## config.mk

```make
export PLATFORM = sky130hd
export DESIGN_NAME = seq_shl_unit
export DESIGN_NICKNAME = d
export VERILOG_FILES = /design/src/rtl/seq_shl_unit.sv
export SDC_FILE = /design/constraint.sdc
export NUM_CORES = 1
export LEC_CHECK = 0
export BUFFER_PORTS_ARGS = -buffer_cell sky130_fd_sc_hd__buf_2
export CAP_MARGIN = 5
export CORE_UTILIZATION = 38
export CTS_BUF_LIST = sky130_fd_sc_hd__clkbuf_16
export DETAILED_ROUTE_END_ITERATION = 10
export PLACE_DENSITY = 0.64
export SYNTH_ARGS = -nofsm -noshare
export SYNTH_HDL_FRONTEND = slang
export SYNTH_SLANG_ARGS = --single-unit
```

## constraint.sdc

```tcl
create_clock -name clk_i -period 1.8 [get_ports clk_i]
set_clock_uncertainty 0.2 [all_clocks]
set_input_delay 0.27 -clock clk_i [delete_from_list [all_inputs] [get_ports clk_i]]
set_output_delay 0.27 -clock clk_i [all_outputs]
set_load 0.1 [all_outputs]
```

## src/rtl/seq_shl_unit.sv

```systemverilog
// seq_shl_unit: iterative left shifter, one bit position per clock, zero-extended operand into a 2*WIDTH result
module seq_shl_unit #(
  parameter int WIDTH = 32
) (
  input  logic               clk_i,
  input  logic               rst_i,
  input  logic               start_i,
  input  logic [WIDTH-1:0]   a_i,
  input  logic [WIDTH-1:0]   b_i,
  output logic               busy_o,
  output logic               done_o,
  output logic [2*WIDTH-1:0] result_o,
  output logic               hi_nz_o
);
  localparam int SW = $clog2(WIDTH);
  typedef enum logic [1:0] {IDLE, SHIFT, DONE} state_e;
  state_e             state_q, state_d;
  logic [2*WIDTH-1:0] work_q, work_d, result_q, result_d;
  logic [SW-1:0]      cnt_q, cnt_d;
  logic               hi_nz_q, hi_nz_d;
  logic               unused_b;
  assign unused_b = ^b_i[WIDTH-1:SW];
  always_comb begin
    state_d  = state_q;
    work_d   = work_q;
    cnt_d    = cnt_q;
    result_d = result_q;
    hi_nz_d  = hi_nz_q;
    if (state_q == SHIFT) begin
      if (cnt_q != '0) begin
        work_d = {work_q[2*WIDTH-2:0], 1'b0};
        cnt_d  = cnt_q - SW'(1);
      end else begin
        result_d = work_q;
        hi_nz_d  = |work_q[2*WIDTH-1:WIDTH];
        state_d  = DONE;
      end
    end else if (start_i) begin
      work_d  = {{WIDTH{1'b0}}, a_i};
      cnt_d   = b_i[SW-1:0];
      state_d = SHIFT;
    end else if (state_q == DONE) begin
      state_d = IDLE;
    end
  end
  always_ff @(posedge clk_i) begin
    if (rst_i) begin
      state_q  <= IDLE;
      work_q   <= '0;
      cnt_q    <= '0;
      result_q <= '0;
      hi_nz_q  <= 1'b0;
    end else begin
      state_q  <= state_d;
      work_q   <= work_d;
      cnt_q    <= cnt_d;
      result_q <= result_d;
      hi_nz_q  <= hi_nz_d;
    end
  end
  assign busy_o   = state_q == SHIFT;
  assign done_o   = state_q == DONE;
  assign result_o = result_q;
  assign hi_nz_o  = hi_nz_q;
endmodule

```

* Word level (Yosys, flattened, before mapping) *
Index checks and enable logic that the tools add are counted.

storage, ports and cells
  flip-flop bits (word level) = 136
  bits of input ports = 67
  output and inout port bits = 67

cells by class
  add/subtract/negate cells = 1
  equal/unequal tests = 4
  multiplexer cells = 10
  bitwise logic cells = 1
  reduce and logical (&&, ||, !) cells = 7

operators with widths
  operator             count
  $mux 64              3
  $reduce_or 32->1     1
  $mux 5               3
  $mux 2               4
  $reduce_and 2->1     3
  $reduce_bool 5->1    1
  $sub 5x1->5 const B  1
  $reduce_bool 3->1    1
  $eq 2x1->1 const B   1
  $eq 2x2->1 const B   1
  $ne 2x1->1 const B   1
  $ne 2x2->1 const B   1
  $reduce_bool 2->1    1
  $not 1->1            1

* Longest topological paths before layout *
Gate-level depths: netlist (run 1).

  depth in word-level cells = 4
  gate-level depth with buffers = 8
  mapped depth without buffers = 6

* Least setup slack after synthesis (run 1) *
No wires, ideal clock.

  path kind = flip-flop to flip-flop
  start point = register state_q[1]
  end point = register work_q[24]
  arrival time = 1.970 ns
  data required time = 1.509 ns
  path slack = -0.460 ns
  cell stages (with the launch flop) = 6
  clock period less this slack = 2.260 ns
  cells stage by stage = dfxtp_1 nand2b_1 inv_2 clkbuf_1 nand2_1 a311oi_1

on the way
  cells in the longest elaborated chain, start to end = 3

ends and longest elaborated chain
  what                                                       line  RTL
  from (decl)                                                17    state_e state_q, state_d;
  from (signal assigned)                                     54    state_q <= state_d;
  $eq 2x1->1 *                                               --
  via busy_o                                                 10    output logic busy_o,
  $ne 2x1->1 (no line) or $reduce_bool 2->1 (tied branches)  --
  $reduce_and 2->1 (no line)                                 --
  to (signal assigned)                                       55    work_q <= work_d;
  to (decl)                                                  18    logic [2*WIDTH-1:0] work_q, work_d, result_q, result_d;

Mark *: on every way through the listed nets, which the timed path passes. The rest lies on a longest branch.
A chain may end at the register's enable or synchronous reset.

* Worst setup path in the final report (run 1) *
  start point = register cnt_q[1]
  end point = register result_q[19] (netlist: result_o[19])

on the way
  cells in the longest elaborated chain, start to end = 3

ends and longest elaborated chain
  what                        line  RTL
  from (decl)                 19    logic [SW-1:0] cnt_q, cnt_d;
  from (signal assigned)      56    cnt_q <= cnt_d;
  $reduce_bool 5->1           30    if (cnt_q != '0) begin
  $not 1->1 (no line)         --
  $reduce_and 2->1 (no line)  --
  to (signal assigned)        57    result_q <= result_d;
  to (decl)                   18

No other way between the ends.

==> flow_metrics.env, run 1 <==
export IMPL_synth_cell_type_count=34
export IMPL_grt_pass1_vias=4993
export IMPL_io_buffer_count=106
export IMPL_multi_input_area_mm2=0.00284
export IMPL_worst_pin_slew_ns=0.510
export IMPL_fmax_mhz=480
export IMPL_layout_cells_most_common_list="nand2_1 (184), dfxtp_1 (134), buf_2 (104)"
export IMPL_worstReg2RegStart="cnt_q[1]$_SDFFE_PP0P_"
export IMPL_postSynthCellCount=659
export IMPL_drc_errors=0
export IMPL_p_leak_uw=0.00333
export IMPL_cts_sinks=136
export IMPL_track_usage_pct=21.9
export IMPL_pre_cts_ws_ns=-0.252
export IMPL_max_vdd_ir_drop_mv=0.678
export IMPL_nets=907
export IMPL_avgRoutedWirePerCell_um=16.0
export IMPL_ys_ff_latch=136
export IMPL_postRouteAntennaNets=0
export IMPL_fp_coreArea_mm2=0.0133
export IMPL_final_setup_viol_count=133
export IMPL_io_pins=134
export IMPL_finalHoldViolCount=0
export IMPL_crit_arrival_ns=2.18
export IMPL_final_setup_worst_slack_ns=-0.284
export IMPL_synth_fa_ha_area_share_pct=0.241
export IMPL_p_int_uw=6560
export IMPL_failed_checks="negative setup slack"
export IMPL_overflow=0
export IMPL_final_common_cell="nand2_1"
export IMPL_via_per_inst=5.32
export IMPL_synth_compound_area_share_pct=16.1
export IMPL_clock_path_buffers=2
export IMPL_avgSynthCellArea_um2=7.87
export IMPL_path_max_fanout=14
export IMPL_comb_power_share_pct=26.5
export IMPL_routed_via_count=5464
export IMPL_p_sw_share_pct=30.1
export IMPL_holdWs_ns=0.0257
export IMPL_synth_xor_area_share_pct=0.169
export IMPL_finalCritPeriodShare_pct=116
export IMPL_status="complete, but fails checks"
export IMPL_drive_gt1_share_pct=39.8
export IMPL_slew_limit_headroom_pct=66.2
export IMPL_start_util_pct=39.0
export IMPL_yosysSeqAreaShare_pct=52.5
export IMPL_cts_buffers=17
export IMPL_antenna_cells=0
export IMPL_dp_hpwl_um=8520
export IMPL_design_area_mm2=0.00835
export IMPL_synthSimpleGateAreaFrac_pct=25.7
export IMPL_worstSetupStartpointType="register"
export IMPL_seqCellArea_mm2=0.00273
export IMPL_htreeDepth=4
export IMPL_drv_slew=0
export IMPL_drt_first_iter_violations=427
export IMPL_synthesis_area_mm2=0.00518
export IMPL_criticalPathCategory="register to register"
export IMPL_seqPwrFrac_pct=35.8
export IMPL_die_area_mm2=0.0141
export IMPL_p_clk_share_pct=37.7
export IMPL_place_congestion=0.796
export IMPL_cts_tree="built"
export IMPL_rsz0062_at_grt="true"
export IMPL_firstDrtPassIters=5
export IMPL_max_cap_violations=0
export IMPL_syn_num_nets=727
export IMPL_synth_mux_area_share_pct=0.193
export IMPL_critical_path_required_ns=1.90
export IMPL_fp_dieW_um=119
export IMPL_die_y_um=119
export IMPL_p_sw_uw=2830
export IMPL_crit_path_start="cnt_q[1]$_SDFFE_PP0P_"
export IMPL_hold_start="start_i"
export IMPL_num_rows=42
export IMPL_hp_class="input pin to register"
export IMPL_wl_um=16500
export IMPL_synth_top_family_by_area="simple AND/OR/NAND/NOR gates"
export IMPL_n_fill_cell=1098
export IMPL_clk_latency_ns=0.43
export IMPL_areaGrowthSynthToFinish_pct=61.1
export IMPL_post_route_min_period_ns=2.08
export IMPL_clk_pin_slew_worst_paths_ns=0.06
export IMPL_cts_root_buf="clkbuf_16"
export IMPL_powerDensity_mw_per_mm2=1120
export IMPL_placed_area_mm2=0.00616
export IMPL_grt_pass1_wl_um=24500
export IMPL_grt_start_max_net_pins=59
export IMPL_yosysWarnings=0
export IMPL_antenna_found_initial=0
export IMPL_endpoint_kind="register"
## routing by layer
layer	global-route usage [%]	share of wire, %	vias to the layer above
met5	0	0	-
met4	9.10	1.8	0
met3	5.41	4.6	27
met2	36.3	50	168
met1	27.2	44	2659
li1	-	-	2610
## Yosys cell counts
cell type / n / area (um^2)
mux2i_1: 1 / 10.0
buf_6: 4 / 45.0
xor2_1: 1 / 8.76
nor4bb_1: 1 / 10.0
nand3_1: 40 / 200
o21ai_0: 1 / 5.00
inv_2: 1 / 3.75
dfxtp_1: 136 / 2720
a32o_1: 1 / 10.0
ha_1: 1 / 12.5
nor2_1: 37 / 139
nor3_1: 4 / 20.0
nand2_1: 223 / 837
or3_1: 1 / 6.26
and3_1: 1 / 6.26
buf_4: 1 / 7.51
nor4b_2: 1 / 15.0
o22ai_1: 1 / 6.26
a211oi_1: 1 / 7.51
buf_2: 13 / 65.1
o21ai_2: 1 / 8.76
nor4_1: 8 / 50.1
o211ai_1: 1 / 7.51
inv_1: 4 / 15.0
or3b_4: 1 / 11.3
a21oi_1: 102 / 510
a311oi_1: 31 / 272
nor3_2: 1 / 10.0
clkbuf_1: 34 / 128
nand2b_1: 1 / 6.26
a31oi_1: 1 / 6.26
nor2b_1: 1 / 6.26
nand4_1: 2 / 12.5
buf_1: 1 / 3.75
## critical path, stage by stage (launching register included)
cell     delay (ns)
dfxtp_2        0.32
inv_2          0.07
ha_4           0.14
or3b_4         0.39
or3_4          0.47
buf_12         0.20
nand2_1        0.08
a21oi_1        0.07
## logic make-up after synthesis
family                   count (synthesis)
AND/OR/NAND/NOR                        322
multiplexers                             1
buffers and inverters                   58
AO/OA/AOI/OAI                          140
flip-flops                             136
XOR/XNOR                                 1
adder cells (fa/ha/maj)                  1
## path summary, 6_finish.rpt
path                                     to  slack (ns)  cells after the start
hold reg to reg   result_o[53]$_SDFFE_PP0P_        0.25                      2
hold / removal        cnt_q[3]$_SDFFE_PP0P_        0.03                      4
setup / recovery  result_o[19]$_SDFFE_PP0P_       -0.28                      7
setup reg to reg  result_o[19]$_SDFFE_PP0P_       -0.28                      7
## state kept, by name, summed over array words and instances, names as in the netlist
name      flops
work_q       64
cnt_q         5
result_o     64
state_q       2
hi_nz_o       1
## layout make-up
type                            count  share of cell area [%]
Multi-Input combinational cell    466                    34.0
Sequential cell                   136                    32.6
Timing Repair Buffer              213                    23.4
Clock buffer                       17                    5.09
Tap cell                          176                    2.64
Clock inverter                     15                    2.01
Inverter                            5                   0.255
## stage by stage
| step | instances | power (uW) | TNS (ns) | utilization [%] |
|---|---|---|---|---|
| final | 1028 | 9390 | -25.38 | 62.8 |
| after detailed placement | 924 | 4870 | -20.06 | 46.3 |
| after CTS | 1016 | 8980 | -18.81 | 58.1 |
| after global placement | 924 | 4830 | -16.71 | 46.3 |
| after global routing | 1028 | 9710 | -33.19 | 62.8 |
| after floorplan | 659 | 4390 | -10.02 | - |
## timing repair
item | CTS | global route
gates resized for setup | 65 | 127
hold buffers | 35 | 0
pin swaps | 26 | 24
hold endpoints to repair | 35 | 0
endpoints found under the setup margin | 126 | 136
setup buffers | 16 | 8
cloned | 9 | 7
## power groups by stage
stage	Sequential (uW)	Combinational [uW]	Clock, uW
CTS	3320	2100	3560
floorplan	3620	766	0
global route	3380	2610	3720
finish	3360	2490	3540
global placement	3370	1470	0
detailed placement	3370	1500	0
No activity file was read; power rests on OpenSTA's default activity.
==> inputs of run 2 (changes only) <==
--- a/config.mk
+++ b/config.mk
@@ -7,10 +7,10 @@
 export LEC_CHECK = 0
 export BUFFER_PORTS_ARGS = -buffer_cell sky130_fd_sc_hd__buf_2
 export CAP_MARGIN = 5
-export CORE_UTILIZATION = 38
+export CORE_UTILIZATION = 47
 export CTS_BUF_LIST = sky130_fd_sc_hd__clkbuf_16
 export DETAILED_ROUTE_END_ITERATION = 10
-export PLACE_DENSITY = 0.64
+export PLACE_DENSITY = 0.76
 export SYNTH_ARGS = -nofsm -noshare
 export SYNTH_HDL_FRONTEND = slang
 export SYNTH_SLANG_ARGS = --single-unit
==> run 2 against run 1 <==
Effect of this change:
- the flow still finishes with violations (negative setup slack)
- sequential cell count did not move
- routed wire length rose by 12%
- critical path depth rose by 2
- global-route usage rose by 5.4 points
- sequential power barely moved
- critical endpoint is now result_o[59]$_SDFFE_PP0P_
- largest cell class unchanged
- largest power group unchanged
==> flow_metrics.env, run 2 (same netlist as run 1, synthesis figures left out) <==
export IMPL_fmax_mhz=441
export IMPL_dp_hpwl_um=8400
export IMPL_clk_latency_ns=0.43
export IMPL_grt_pass1_vias=5074
export IMPL_fp_coreArea_mm2=0.0105
export IMPL_clk_pin_slew_worst_paths_ns=0.06
export IMPL_htreeDepth=4
export IMPL_failed_checks="negative setup slack"
export IMPL_avgRoutedWirePerCell_um=19.0
export IMPL_clock_path_buffers=2
export IMPL_critical_path_required_ns=1.95
export IMPL_place_congestion=0.815
export IMPL_powerDensity_mw_per_mm2=1160
export IMPL_start_util_pct=49.3
export IMPL_nets=889
export IMPL_areaGrowthSynthToFinish_pct=56.2
export IMPL_fp_dieW_um=107
export IMPL_max_cap_violations=0
export IMPL_num_rows=37
export IMPL_overflow=0
export IMPL_crit_arrival_ns=2.42
export IMPL_critical_path_cell_chain="inv_2, ha_4, or3b_4, buf_6, nor3_4, buf_12, buf_6, nand2_1, a21oi_2"
export IMPL_max_vdd_ir_drop_mv=0.668
export IMPL_p_leak_uw=0.00317
export IMPL_final_setup_worst_slack_ns=-0.470
export IMPL_finalCritPeriodShare_pct=126
export IMPL_grt_start_max_net_pins=48
export IMPL_drc_errors=0
export IMPL_cts_buffers=17
export IMPL_drt_first_iter_violations=511
export IMPL_firstDrtPassIters=6
export IMPL_drv_slew=0
export IMPL_post_route_min_period_ns=2.27
export IMPL_dp_cells=877
export IMPL_cts_sinks=136
export IMPL_hp_class="input pin to register"
export IMPL_die_area_mm2=0.0115
export IMPL_path_max_fanout=8
export IMPL_track_usage_pct=27.3
export IMPL_hold_start="rst_i"
export IMPL_io_pins=134
export IMPL_fin_cells=971
export IMPL_cp_common_cell="buf_6"
export IMPL_drive_gt1_share_pct=37.1
export IMPL_crit_path_start="cnt_q[0]$_SDFFE_PP0P_"
export IMPL_endpoint_kind="register"
export IMPL_post_route_util_pct=77.1
export IMPL_layout_cells_most_common_list="nand2_1 (207), dfxtp_1 (132), buf_2 (103)"
export IMPL_worstSetupStartpointType="register"
export IMPL_criticalPathCategory="register to register"
export IMPL_io_buffer_count=106
export IMPL_worstReg2RegStart="cnt_q[0]$_SDFFE_PP0P_"
export IMPL_rsz0062_at_grt="true"
export IMPL_final_setup_viol_count=137
export IMPL_antenna_found_initial=1
export IMPL_status="complete, but fails checks"
export IMPL_grt_pass1_wl_um=24300
export IMPL_postRouteAntennaNets=0
export IMPL_cts_tree="built"
export IMPL_final_common_cell="nand2_1"
export IMPL_die_y_um=107
export IMPL_finalHoldViolCount=0
export IMPL_worst_pin_slew_ns=0.750
export IMPL_cp_slowest_stage_delay_ns=0.40
export IMPL_routed_via_count=5647
export IMPL_via_per_inst=5.82
export IMPL_wl_um=18400
export IMPL_pre_cts_ws_ns=-0.414
export IMPL_slew_limit_headroom_pct=49.9
export IMPL_cts_root_buf="clkbuf_16"
export IMPL_cpMaxStageDelayCell="or3b_4"
run 2: changes by cell type in the layout (fill, tap and decap cells not counted), moves of 15 or more:
cell and change:
a311oi_1 +16, a311oi_2 -16, nor2_4 -15, nor2_1 +24
nand3_1 -27, nand2_1 +23, a21oi_1 -22, a21oi_2 +21
nand2_2 -16, nand3_2 +20
run 2: final cells by class:
class	count	area [um^2]
flip-flops and latches	136	2730
clock buffers	17	425
diodes	1	2.50
inverters	5	23.8
multi-input cells	465	2750
repair buffers	196	1770
well taps	136	170
clock inverters	15	231
fillers	621	2410
run 2: what timing repair did:
item / 4_1_cts / 5_1_grt
resized for setup: 64 / 94
gates cloned: 6 / 9
hold endpoints to repair: 34 / 1
pin swaps: 22 / 76
setup buffers: 10 / 4
hold buffers: 34 / 1
endpoints found under the setup margin: 135 / 136
run 2: metal layers:
layer,part of all wire (%),GRT usage (%),vias to the layer above
li1,-,-,2566
met1,39,33.7,2677
met2,49,44.0,341
met3,8.6,8.02,63
met4,3.5,12.1,0
met5,0,0,-
run 2: worst max-delay path: cells and delay by family, from the launching register on:
family / cells / cell delay (ns)
flip-flops: 1 / 0.33
AND/OR/NAND/NOR: 3 / 0.74
AO/OA/AOI/OAI: 1 / 0.20
buffers and inverters: 4 / 0.58
adder cells (fa/ha/maj): 1 / 0.14
run 2: power by group:
group / internal [uW] / switching [uW] / total (uW)
sequential: 3190 / 158 / 3350
clock: 2570 / 1320 / 3900
combinational: 871 / 1310 / 2180
run 2: through the flow:
step | TNS (ns) | total power, uW | hold slack, ns | area [um^2]
2_1_floorplan | -10.02 | 4390 | 0.218 | 5230
6_report | -43.53 | 9420 | 0.0225 | 8100
3_3_place_gp | -23.00 | 4750 | 0.238 | 6020
5_1_grt | -48.07 | 9680 | 0.0281 | 8100
4_1_cts | -19.38 | 9020 | 0.00397 | 7530
3_5_place_dp | -28.55 | 4800 | 0.241 | 6020
run 2: path summary, 6_finish.rpt:
| check | end | slack, ns | cells after the start |
|---|---|---|---|
| setup / recovery | result_o[59]$_SDFFE_PP0P_ | -0.47 | 9 |
| setup reg to reg | result_o[59]$_SDFFE_PP0P_ | -0.47 | 9 |
| hold / removal | result_o[49]$_SDFFE_PP0P_ | 0.02 | 2 |
| hold reg to reg | result_o[19]$_SDFFE_PP0P_ | 0.25 | 2 |
==> inputs of run 3 (changes only) <==
--- a/config.mk
+++ b/config.mk
@@ -5,12 +5,13 @@
 export SDC_FILE = /design/constraint.sdc
 export NUM_CORES = 1
 export LEC_CHECK = 0
+export ABC_AREA = 1
 export BUFFER_PORTS_ARGS = -buffer_cell sky130_fd_sc_hd__buf_2
 export CAP_MARGIN = 5
-export CORE_UTILIZATION = 47
+export CORE_UTILIZATION = 48
 export CTS_BUF_LIST = sky130_fd_sc_hd__clkbuf_16
 export DETAILED_ROUTE_END_ITERATION = 10
-export PLACE_DENSITY = 0.76
+export PLACE_DENSITY = 0.77
 export SYNTH_ARGS = -nofsm -noshare
 export SYNTH_HDL_FRONTEND = slang
 export SYNTH_SLANG_ARGS = --single-unit
==> run 3 against run 2 <==
Effect of this change:
- the run now ends clean
- combinational power is 14% higher
- design area is 13% lower
- register-to-register slack better by 0.55 ns
- total power is 4.4% lower
- critical path depth is 5 lower
- largest cell class is now flip-flops and latches
- area after synthesis is 4.6% higher
- cell count is 6.3% higher
==> flow_metrics.env, run 3 <==
export IMPL_fmax_mhz=574
export IMPL_nets=947
export IMPL_power_uw=9010
export IMPL_drt_first_iter_violations=273
export IMPL_io_pins=134
export IMPL_postRouteAntennaNets=0
export IMPL_clk_pin_slew_worst_paths_ns=0.05
export IMPL_avgSynthCellArea_um2=7.20
export IMPL_worst_pin_slew_ns=0.505
export IMPL_ys_ff_latch=136
export IMPL_die_area_mm2=0.0117
export IMPL_via_per_inst=5.07
export IMPL_crit_path_start="state_q[0]$_SDFFE_PP0P_"
export IMPL_avgRoutedWirePerCell_um=12.9
export IMPL_synth_most_common_cell="nand2_1"
export IMPL_async_reset_ff_share_pct=0
export IMPL_drive_gt1_share_pct=19.6
export IMPL_final_setup_viol_count=0
export IMPL_dp_cells=968
export IMPL_grt_pass1_vias=4802
export IMPL_overflow=0
export IMPL_final_common_cell="nand2_1"
export IMPL_endpoint_kind="output port"
export IMPL_drv_slew=0
export IMPL_cts_tree="built"
export IMPL_status="completed"
export IMPL_grt_pass1_wl_um=21900
export IMPL_crit_arrival_ns=1.27
export IMPL_layout_cells_most_common_list="nand2_1 (210), nor2_1 (153), dfxtp_1 (134)"
export IMPL_dp_hpwl_um=7830
export IMPL_postSynthCellCount=753
export IMPL_syn_num_nets=821
export IMPL_start_util_pct=49.6
export IMPL_cts_buffers=17
export IMPL_finalHoldViolCount=0
export IMPL_yosys_area_top_type="dfxtp_1"
export IMPL_cts_root_buf="clkbuf_16"
export IMPL_fin_cells=1032
export IMPL_worstSetupStartpointType="register"
export IMPL_htreeDepth=4
export IMPL_synth_top_area_share_pct=50.2
export IMPL_track_usage_pct=23.5
export IMPL_critical_path_required_ns=1.33
export IMPL_criticalPathCategory="register to output port"
export IMPL_slew_limit_headroom_pct=66.6
export IMPL_clock_path_buffers=2
export IMPL_num_rows=38
export IMPL_cts_sinks=136
export IMPL_finalCritPeriodShare_pct=96.8
export IMPL_fp_dieW_um=108
export IMPL_n_fill_cell=964
export IMPL_clk_latency_ns=0.40
export IMPL_hold_start="a_i[22]"
export IMPL_drc_errors=0
export IMPL_hp_class="input pin to register"
export IMPL_antenna_cells=0
export IMPL_io_buffer_count=106
export IMPL_die_y_um=108
export IMPL_synth_cell_type_count=23
export IMPL_place_congestion=0.755
export IMPL_final_setup_worst_slack_ns=0.0569
export IMPL_synthesis_area_mm2=0.00543
export IMPL_wl_um=13300
export IMPL_fp_coreArea_mm2=0.0109
export IMPL_worstReg2RegStart="state_q[0]$_SDFFE_PP0P_"
export IMPL_firstDrtPassIters=4
export IMPL_max_cap_violations=0
export IMPL_pre_cts_ws_ns=0.0802
export IMPL_post_route_min_period_ns=1.74
export IMPL_yosysSeqAreaShare_pct=50.2
export IMPL_p_leak_uw=0.00314
export IMPL_max_vdd_ir_drop_mv=0.925
export IMPL_areaGrowthSynthToFinish_pct=30.4
export IMPL_synth_edf_count=0
export IMPL_powerDensity_mw_per_mm2=1270
export IMPL_path_max_fanout=6
export IMPL_tns_ns=0
export IMPL_routed_via_count=5228
export IMPL_grt_start_max_net_pins=69
export IMPL_antenna_found_initial=0
export IMPL_synth_ff_type="dfxtp_1"
export IMPL_yosys_top_cells_area="dfxtp_1 (50%), nand2_1 (15%), nor2_1 (11%)"
export IMPL_synth_commonest_cells="nand2_1 (210), nor2_1 (154), dfxtp_1 (136), a21oi_1 (69), o21ai_0 (41)"
export IMPL_yosysWarnings=0
==> run 3: cell types whose count changed in the layout (fill, tap and decap cells not counted), moves of 10 or more <==
cell	change
a21oi_1	+20
nand3_2	-20
nand3_1	+23
o21ai_0	+37
o21ai_1	+33
nor2_1	+119
dlygate4sd3_1	-10
nand2_2	-11
a21oi_2	-52
inv_1	+11
a311oi_1	-28
==> run 3: critical path: stages (launching register included) <==
cell	delay (ns)
dfxtp_2	0.36
inv_2	0.07
nor2_8	0.14
buf_8	0.13
buf_12	0.17
==> run 3: final timing paths <==
check                                                 end  slack (ns)  cells after the start
worst min register to register   result_o[8]$_SDFFE_PP0P_        0.26                      2
worst max-delay path                               busy_o        0.06                      4
worst min-delay path              work_q[22]$_SDFFE_PP0P_        0.01                      5
worst max register to register  result_o[39]$_SDFFE_PP0P_        0.08                      9
==> run 3: repair_timing <==
item | in CTS | in global routing
cloned | 1 | 1
pin swaps | 1 | 3
setup buffers | 1 | 4
endpoints found under the hold margin | 25 | 0
hold buffers | 25 | 0
endpoints found under the setup margin | 1 | 62
resized for setup | 3 | 14
==> run 3: routing by layer <==
layer | wire [um] | track usage, %
met2 | 6490 | 40.7
met5 | 0 | 0
met3 | 779 | 4.64
met1 | 5880 | 29.3
met4 | 163 | 7.14
==> run 3: final cells by class <==
| class | count | area, um^2 | area share [%] |
|---|---|---|---|
| Multi-Input combinational cell | 553 | 2420 | 34.2 |
| Clock inverter | 15 | 98.8 | 1.40 |
| Timing Repair Buffer | 157 | 1180 | 16.6 |
| Clock buffer | 17 | 425 | 6.01 |
| Sequential cell | 136 | 2730 | 38.5 |
| Inverter | 14 | 57.6 | 0.813 |
| Tap cell | 140 | 175 | 2.48 |
==> run 3: logic make-up after synthesis <==
logic type,count (synthesis),share of synthesized area [%]
simple gates,409,30.6
compound gates,143,13.3
flops,136,50.2
buf+inv,64,5.65
fa+ha+maj,1,0.231
==> run 3: report_power, final <==
group	switching (uW)	internal [uW]
Sequential	172	3280
Combinational	1810	670
Clock	1230	1850
==> run 3: stage by stage <==
| stage | cell area [um^2] | utilization [%] | hold WS (ns) |
|---|---|---|---|
| CTS | 6980 | 63.8 | 0.00256 |
| global placement | 6150 | 56.3 | 0.252 |
| detailed placement | 6150 | 56.3 | 0.252 |
| global route | 7080 | 64.7 | 0.0174 |
| finish | 7080 | 64.7 | 0.0103 |
| floorplan | 5430 | - | 0.217 |
